$ cat src/rtl/riscv_pkg.sv
// Shared types for the RV32I core front end.
// Fetch-queue entry layout and fetch FSM states.
package riscv_pkg;

    localparam logic [31:0] NOP_INSTR = 32'h0000_0013;

    typedef struct packed {
        logic [31:0] pc;
        logic [31:0] instr;
        logic        fault;
    } fetch_entry_t;

    typedef enum logic {
        FETCH = 1'b0,
        HALT  = 1'b1
    } fetch_state_t;

endpackage

$ cat src/rtl/fetch_queue.sv
// Synchronous FIFO of fetch entries between fetch and decode.
// Flush dominates push and pop; pointers wrap modulo DEPTH.
module fetch_queue
    import riscv_pkg::*;
#(
    parameter int DEPTH = 2
) (
    input  logic                       clk,
    input  logic                       reset,
    input  logic                       push,
    input  fetch_entry_t               push_data,
    input  logic                       pop,
    input  logic                       flush,
    output fetch_entry_t               head,
    output logic [$clog2(DEPTH+1)-1:0] count,
    output logic                       full,
    output logic                       empty
);

    localparam int PW = $clog2(DEPTH);
    localparam int CW = $clog2(DEPTH + 1);

    fetch_entry_t   mem_q [DEPTH];
    fetch_entry_t   mem_d [DEPTH];
    logic [PW-1:0]  rd_ptr_q, rd_ptr_d;
    logic [PW-1:0]  wr_ptr_q, wr_ptr_d;
    logic [CW-1:0]  count_q, count_d;
    logic           do_push, do_pop;

    assign empty = (count_q == '0);
    assign full  = (count_q == CW'(DEPTH));
    assign count = count_q;
    assign head  = mem_q[rd_ptr_q];

    // A full queue may still accept a push when the head leaves the same cycle.
    assign do_pop  = pop & ~empty;
    assign do_push = push & (~full | do_pop);

    always_comb begin
        mem_d    = mem_q;
        rd_ptr_d = rd_ptr_q;
        wr_ptr_d = wr_ptr_q;
        count_d  = count_q;
        if (flush) begin
            rd_ptr_d = '0;
            wr_ptr_d = '0;
            count_d  = '0;
        end else begin
            if (do_push) begin
                mem_d[wr_ptr_q] = push_data;
                wr_ptr_d        = wr_ptr_q + PW'(1);
            end
            if (do_pop) begin
                rd_ptr_d = rd_ptr_q + PW'(1);
            end
            unique case ({do_push, do_pop})
                2'b10:   count_d = count_q + CW'(1);
                2'b01:   count_d = count_q - CW'(1);
                default: count_d = count_q;
            endcase
        end
    end

    always_ff @(posedge clk) begin
        if (reset) begin
            rd_ptr_q <= '0;
            wr_ptr_q <= '0;
            count_q  <= '0;
        end else begin
            rd_ptr_q <= rd_ptr_d;
            wr_ptr_q <= wr_ptr_d;
            count_q  <= count_d;
        end
    end

    always_ff @(posedge clk) begin
        mem_q <= mem_d;
    end

endmodule

$ cat src/rtl/fetch_unit.sv
// RV32I instruction-fetch stage: PC register, fault check, redirect
// handling and a small queue toward decode.
module fetch_unit
    import riscv_pkg::*;
#(
    parameter logic [31:0] RESET_PC    = 32'h0000_0000,
    parameter int          QUEUE_DEPTH = 2,
    parameter int          IMEM_SIZE   = 1024
) (
    input  logic        clk,
    input  logic        reset,
    output logic [31:0] imem_addr,
    input  logic [31:0] imem_rd,
    input  logic        redirect_valid,
    input  logic [31:0] redirect_pc,
    output logic        out_valid,
    input  logic        out_ready,
    output logic [31:0] out_instr,
    output logic [31:0] out_pc,
    output logic [31:0] out_pc_plus4,
    output logic        out_fault
);

    localparam int          CW         = $clog2(QUEUE_DEPTH + 1);
    localparam logic [29:0] IMEM_WORDS = 30'(IMEM_SIZE);

    logic [31:0]   pc_q, pc_d;
    fetch_state_t  state_q, state_d;
    fetch_entry_t  push_entry, head;
    logic          push, pop, flush;
    logic          q_full, q_empty;
    logic [CW-1:0] q_count;
    logic          in_range;

    assign imem_addr = pc_q;
    assign pop       = out_valid & out_ready;
    assign in_range  = (pc_q[1:0] == 2'b00) && (pc_q[31:2] < IMEM_WORDS);

    always_comb begin
        pc_d       = pc_q;
        state_d    = state_q;
        push       = 1'b0;
        flush      = 1'b0;
        push_entry = '{pc: pc_q, instr: NOP_INSTR, fault: 1'b1};
        if (redirect_valid) begin
            flush   = 1'b1;
            pc_d    = redirect_pc;
            state_d = FETCH;
        end else if (state_q == FETCH && (!q_full || pop)) begin
            push = 1'b1;
            if (in_range) begin
                push_entry = '{pc: pc_q, instr: imem_rd, fault: 1'b0};
                pc_d       = pc_q + 32'd4;
            end else begin
                state_d = HALT;
            end
        end
    end

    always_ff @(posedge clk) begin
        if (reset) begin
            pc_q    <= RESET_PC;
            state_q <= FETCH;
        end else begin
            pc_q    <= pc_d;
            state_q <= state_d;
        end
    end

    fetch_queue #(
        .DEPTH(QUEUE_DEPTH)
    ) u_queue (
        .clk      (clk),
        .reset    (reset),
        .push     (push),
        .push_data(push_entry),
        .pop      (pop),
        .flush    (flush),
        .head     (head),
        .count    (q_count),
        .full     (q_full),
        .empty    (q_empty)
    );

    // Head fields are forced to zero while empty so decode never sees stale data.
    assign out_valid    = ~q_empty;
    assign out_instr    = q_empty ? 32'd0 : head.instr;
    assign out_pc       = q_empty ? 32'd0 : head.pc;
    assign out_pc_plus4 = q_empty ? 32'd0 : head.pc + 32'd4;
    assign out_fault    = q_empty ? 1'b0  : head.fault;

endmodule
$ cat config.mk
export PLATFORM = sky130hd
export DESIGN_NAME = fetch_unit
export DESIGN_NICKNAME = d
export VERILOG_FILES = /design/src/rtl/riscv_pkg.sv /design/src/rtl/fetch_queue.sv /design/src/rtl/fetch_unit.sv
export SDC_FILE = /design/constraint.sdc
export NUM_CORES = 1
export LEC_CHECK = 0
export BUFFER_PORTS_ARGS = -buffer_cell sky130_fd_sc_hd__buf_2
export CAP_MARGIN = 20
export CORE_MARGIN = 10
export CORE_UTILIZATION = 40
export CTS_BUF_LIST = sky130_fd_sc_hd__clkbuf_8 sky130_fd_sc_hd__clkbuf_16
export CTS_CLUSTER_DIAMETER = 200
export DETAILED_ROUTE_END_ITERATION = 8
export GPL_TIMING_DRIVEN = 0
export HOLD_SLACK_MARGIN = 0.12
export PLACE_DENSITY = 0.68
export SYNTH_ARGS = -nofsm -noshare
export SYNTH_HDL_FRONTEND = slang
export SYNTH_SLANG_ARGS = --single-unit
$ cat constraint.sdc
create_clock -name clk -period 10.25 [get_ports clk]
set_clock_uncertainty 0.05 [all_clocks]
set_input_delay 1.025 -clock clk [delete_from_list [all_inputs] [get_ports clk]]
set_output_delay 1.025 -clock clk [all_outputs]
set_load 0.01 [all_outputs]
# --- Word-level counts from Yosys, hierarchy flattened ---
# Cells that the tools add are included.
op_classes:
  n_addsub: 6
  n_lt_le_gt_ge: 4
  n_eq_ne: 3
  mux: 20
  bitwise: 11
  n_reduce_logical: 15
ops:
  columns: ["op", "n"]
  rows:
  - ["65-bit 2-to-1 mux", 4]
  - ["32-bit 2-to-1 mux", 6]
  - ["130-bit bitwise mux", 1]
  - ["33-bit 2-to-1 mux", 3]
  - ["65-bit demux with 1-bit select", 1]
  - ["32-bit by 3-bit adder with 32-bit output, second input constant", 2]
  - ["30-bit by 11-bit less-than comparator with 1-bit output, second input constant", 1]
  - ["2-bit AND reduction", 3]
  - ["2-bit nonzero test", 3]
  - ["1-bit inverter", 5]
  - ["2-bit == test, second input constant", 2]
  - ["2-bit >= comparator, second input constant", 2]
  - ["2-bit logical NOT", 2]
  - ["1-bit 2-to-1 mux", 4]
  - ["1-bit inverter with 2-bit output", 2]
  - ["2-bit case mux with 2 select lines", 1]
  - ["2-bit OR reduction", 2]
  - ["1-bit bitwise AND", 3]
  - ["1-bit logical AND", 3]
  - ["1-bit adder, second input constant", 2]
  - ["2-bit by 1-bit adder with 2-bit output, second input constant", 1]
  - ["2-bit by 1-bit == test with 1-bit output, second input constant", 1]
  - ["2-bit by 1-bit less-than comparator with 1-bit output, second input constant", 1]
  - ["2-bit by 1-bit subtractor with 2-bit output, second input constant", 1]
  - ["other kinds (3)", 3]
word_totals:
  ff_bits: 167
  in_bits: 68
  output_inout_bits: 130
  word_cells: 70

# --- Depth between registers and ports, before layout ---
logic_depth:
  word_depth: 10
  depth_mapped: 12
  depth_no_buf: 8

# --- Cells and area by module ---
# A second synthesis with hierarchy kept.
unflattened:
  hier_cells: 653
  area_unflattened_um2: 8026.4
modules_own_cells:
  columns: ["module", "instances", "cells_each", "area_each_um2"]
  rows:
  - ["fetch_queue", 1, 229, 4931.0]
  - ["fetch_unit", 1, 424, 3095.5]

# --- Worst setup path before layout ---
# No wires, ideal clock.
synth_path:
  path_type: "input-to-reg"
  start: "input out_ready"
  end: "register u_queue.mem_q[100] (netlist bit) (enable)"
  t_arrival_ps: 4200
  t_required_ps: 9712
  slack_ps: 5512
  path_stages: 5
  n_path_buf: 0
  cell_sequence: "or3b_2 nand2_1 nor2_1 inv_1 nor2_1"
synth_via:
  elab_chain_cells: 7
synth_lines:
  columns: ["item", "line_no", "text"]
  rows:
  - ["from (decl)", "fetch_unit.sv:17", "input logic out_ready,"]
  - ["1-bit bitwise AND (*)", "fetch_unit.sv:36", "assign pop = out_valid & out_ready;"]
  - ["1-bit logical OR", "fetch_unit.sv:49", "end else if (state_q == FETCH && (!q_full || pop)) begin"]
  - ["1-bit logical AND", "fetch_unit.sv:49", null]
  - ["1-bit 2-to-1 mux", "fetch_unit.sv:49", null]
  - ["1-bit 2-to-1 mux", "fetch_unit.sv:45", "if (redirect_valid) begin"]
  - ["1-bit bitwise AND (*)", "fetch_queue.sv:37", "assign do_push = push & (~full | do_pop);"]
  - ["2-bit AND reduction (no line) (*)", null, null]
  - ["to (signal assigned)", "fetch_queue.sv:77", "mem_q <= mem_d;"]
  - ["to (decl)", "fetch_queue.sv:23", "fetch_entry_t mem_q [DEPTH];"]
# Every way passes the cells marked *; elsewhere a longest branch is shown, timed or not.
# A chain may end at the register's enable or synchronous reset.

# --- Worst setup path after layout ---
layout_path:
  start: "register u_queue.rd_ptr_q"
  end: "output out_pc_plus4[28]"
layout_via:
  elab_chain_cells: 6
layout_lines:
  columns: ["item", "line_no", "text"]
  rows:
  - ["from (decl)", "fetch_queue.sv:25", "logic [PW-1:0] rd_ptr_q, rd_ptr_d;"]
  - ["from (signal assigned)", "fetch_queue.sv:70", "rd_ptr_q <= rd_ptr_d;"]
  - ["1-bit inverter with 2-bit output (implied by the code)", "fetch_queue.sv:33", "assign head = mem_q[rd_ptr_q];"]
  - ["65-bit 2-to-1 mux (implied by the code) (3 in a row)", "fetch_queue.sv:33", null]
  - ["32-bit by 3-bit adder with 32-bit output", "fetch_unit.sv:89", "assign out_pc_plus4 = q_empty ? 32'd0 : head.pc + 32'd4;"]
  - ["32-bit 2-to-1 mux", "fetch_unit.sv:89", null]
  - ["to (decl)", "fetch_unit.sv:20", "output logic [31:0] out_pc_plus4,"]
# Every way passes these cells. The select of a mux whose other input is x is not followed.

==> flow_summary_export.csv <==
group,metric,value,unit
routing,final_antenna_net_count,0,
clock_tree,post-cts-setup-buffers,0,
synth,synth_area,0.008014,mm^2
synth,syn_nets,753,
timing,period_share,48.55,%
run,maxCapViolations,0,
placed_design,dp_cells,1146,
final_layout,syn2layout_area_growth,24.57,%
clock_tree,cts-root-buf,"clkbuf_16",
final_layout,fin_area,0.009983,mm^2
worst_setup_path,criticalPathCategory,"reg -> out",
synth,ys.flop_type,"edfxtp_1",
synth,synth_edf_count,130,
routing,wl,22.58,mm
grt,grt_pass1_vias,5940,
routing,drtPass1Iterations,5,
grt,antenna_found_initial,0,
placed_design,gp_congestion,0.8719,
worst_setup_path,slowest_stage,"a211oi_4",
routing,vias,5940,
final_layout,diodes,0,
clock_tree,clk_pin_slew,0.06,ns
floorplanning,core,0.01959,mm^2
clock_tree,cts.htree.levels,4,
pwr,power_density,162.9,mW/mm^2
routing,viasPerCell,5.042,
clock_tree,cts_sinks,167,
synth,synth-seq-cells,167,
routing,wl_per_cell,19.17,um
synth,ys_seq_area_share,57.95,%
min_path,holdCritPathClass,"reg -> reg",
worst_setup_path,crit_fanout,10,
floorplanning,start_util,40.91,%
final_layout,drive_above_1_share,33.19,%
pwr,max-vdd-ir-drop,0.0001126,V
final_layout,final_nets,971,
floorplanning,die_area,0.02610,mm^2
timing,worst-slew-pin-transition,0.9417,ns
clock_tree,hold_buffers,0,
placed_design,place_hpwl,16.77,mm
floorplanning,io_pins,198,
timing,hold_ws,0.4031,ns
final_layout,multi_input_area,0.002900,mm^2
final_layout,seqCellArea,0.004644,mm^2
worst_setup_path,cpPeakStageDelay,0.46,ns
worst_setup_path,critical_path.top_delay_family,"buffers and inverters",
worst_setup_path,crit_top_cell,"buf_2",
clock_tree,cts_made_buffers,17,
synth,ys.warnings.count,0,
synth,syn_inst,682,
worst_setup_path,end_kind,"output pin",
grt,grt-ovfl-total,0,
worst_setup_path,start_kind,"register",
final_layout,fill_cells,1770,
floorplanning,die_y,161.5,um
routing,drt_iter0_markers,537,
final_layout,fin_cells,1178,
clock_tree,tritoncts,"yes",
timing,setup_viol,0,
clock_tree,cts_resized,0,
floorplanning,die_width,161.5,um
clock_tree,clk_latency,0.42,ns
worst_setup_path,critical_path_buf_inv_count,7,
clock_tree,clock_path_buffers,2,
synth,yosysUniqueCellTypes,57,
floorplanning,row_count,51,
synth,async_flop_share,0,%
timing,rsz0062_at_grt,"no",
placed_design,postPlaceCellArea,0.009382,mm^2
timing,tns,0,ns
pwr,power.leakage,4.143,nW
timing,fmax,200.9,MHz
timing,slew_violations,0,
routing,drc_errors,0,
timing,max-slew-margin-rel,37.22,%
grt,grt_start_max_net_pins,66,
timing,fin_crit,4.977,ns
grt,grt_pass1_wl,34.47,mm
timing,final_hold_viol_count,0,
worst_setup_path,required,9.18,ns
synth,avgSynthCellArea,11.75,um^2
status,outcome,"finished clean",
worst_setup_path,arrival,3.90,ns
grt,grt_usage,16.89,%
placed_design,portBuffers,197,
worst_setup_path,worstPathCellList,"buf_6, buf_2, buf_2, buf_2, mux2_2, ha_1, inv_1, a211oi_4, nand4_1, buf_2, nor4_1, nor3_1, buf_2",
layout make-up:
cell class	count	area share (%)
Sequential cell	167	46.52
Inverter	14	0.5264
Multi-Input combinational cell	431	29.05
Clock inverter	15	1.767
Tap cell	265	3.321
Clock buffer	17	4.261
Buffer	70	4.274
Timing Repair Buffer	199	10.28
per-layer routing:
metal | wire length (um) | up-vias | global-route usage, %
met3 | 1356 | 14 | 3.838
li1 | - | 2896 | -
met2 | 11020 | 207 | 27.95
met5 | 0 | - | 0
met1 | 9949 | 2823 | 21.67
met4 | 247 | 0 | 4.797
cells by family (layout without fill, tap and decap cells):
family | after synthesis | after routing | synth area share [%]
simple gates | 256 | 256 | 16.74
flops | 167 | 167 | 57.95
mux | 85 | 85 | 10.66
buf+inv | 84 | 315 | 5.980
compound gates | 69 | 69 | 6.229
xor+xnor | 18 | 18 | 1.967
fa+ha+maj | 3 | 3 | 0.4684
sequential cells by signal, indices dropped and copies added (netlist names):
| register | flops |
|---|---|
| imem_addr | 32 |
| u_queue.wr_ptr_q | 1 |
| u_queue.count | 2 |
| state_q | 1 |
| u_queue.mem_q | 130 |
| u_queue.rd_ptr_q | 1 |
worst register-to-register path: stages, from the launching register on:
cell      delay, ns
dfxtp_1        0.37
nor4_4         0.40
nand4_2        0.25
or3_4          0.40
buf_6          0.15
nor2_1         0.27
clkbuf_2       0.29
and2_1         0.19
cells in the mapped netlist, drive strengths merged, types with 12 or more instances:
| library cell | count | area, um^2 |
|---|---|---|
| edfxtp | 130 | 3904 |
| nor2 | 105 | 394.1 |
| mux2i | 82 | 820.8 |
| buf | 53 | 359.1 |
| dfxtp | 37 | 740.7 |
| and2 | 35 | 219.0 |
| nand2 | 23 | 86.33 |
| clkbuf | 17 | 67.56 |
| nor3 | 17 | 90.09 |
| nand3 | 16 | 80.08 |
| a21oi | 15 | 75.07 |
| inv | 14 | 52.55 |
| o21ai | 14 | 70.06 |
| nor4 | 13 | 121.4 |
| xnor2 | 13 | 113.9 |
| nand4 | 12 | 93.84 |
final timing paths:
kind | from | end | slack [ns] | cells past startpoint
setup / recovery | u_queue.rd_ptr_q$_SDFFE_PP0P_ | out_pc_plus4[28] | 5.27 | 13
hold reg to reg | state_q$_SDFFE_PP0P_ | state_q$_SDFFE_PP0P_ | 0.40 | 2
hold / removal | state_q$_SDFFE_PP0P_ | state_q$_SDFFE_PP0P_ | 0.40 | 2
setup reg to reg | imem_addr[24]$_SDFFE_PP0P_ | u_queue.mem_q[7]$_DFFE_PP_ | 7.74 | 7
where the power goes:
group          internal, W  total [W]  switching (W)
Clock             0.000386   0.000655       0.000270
Combinational    0.0000777   0.000186       0.000109
Sequential        0.000761   0.000785      0.0000244
Total              0.00122    0.00163       0.000403
per-stage QoR:
step,worst slack (ns),utilization [%],power (W)
2_1_floorplan,5.512,-,0.0009045
3_3_place_gp,3.578,47.63,0.0009853
3_5_place_dp,5.794,47.89,0.0009879
4_1_cts,5.322,50.96,0.001636
5_1_grt,5.054,50.96,0.001686
6_report,5.273,50.96,0.001627
cells in the final DEF (no fill, tap or decap), types with 7 or more instances in the layout:
| master | Yosys | routed |
|---|---|---|
| a21oi_1 | 15 | 15 |
| and2_1 | 35 | 34 |
| and3_1 | 7 | 7 |
| buf_2 | 11 | 208 |
| buf_4 | 35 | 35 |
| clkbuf_1 | 14 | 14 |
| clkbuf_16 | 0 | 17 |
| dfxtp_1 | 37 | 37 |
| edfxtp_1 | 130 | 130 |
| inv_1 | 14 | 15 |
| mux2i_1 | 82 | 82 |
| nand2_1 | 23 | 23 |
| nand3_1 | 16 | 16 |
| nand4_1 | 9 | 9 |
| nor2_1 | 105 | 104 |
| nor3_1 | 16 | 16 |
| nor4_1 | 8 | 8 |
| o21ai_0 | 13 | 13 |
| o31a_1 | 7 | 7 |
| xnor2_1 | 13 | 13 |
No activity file was read; power rests on OpenSTA's default activity.
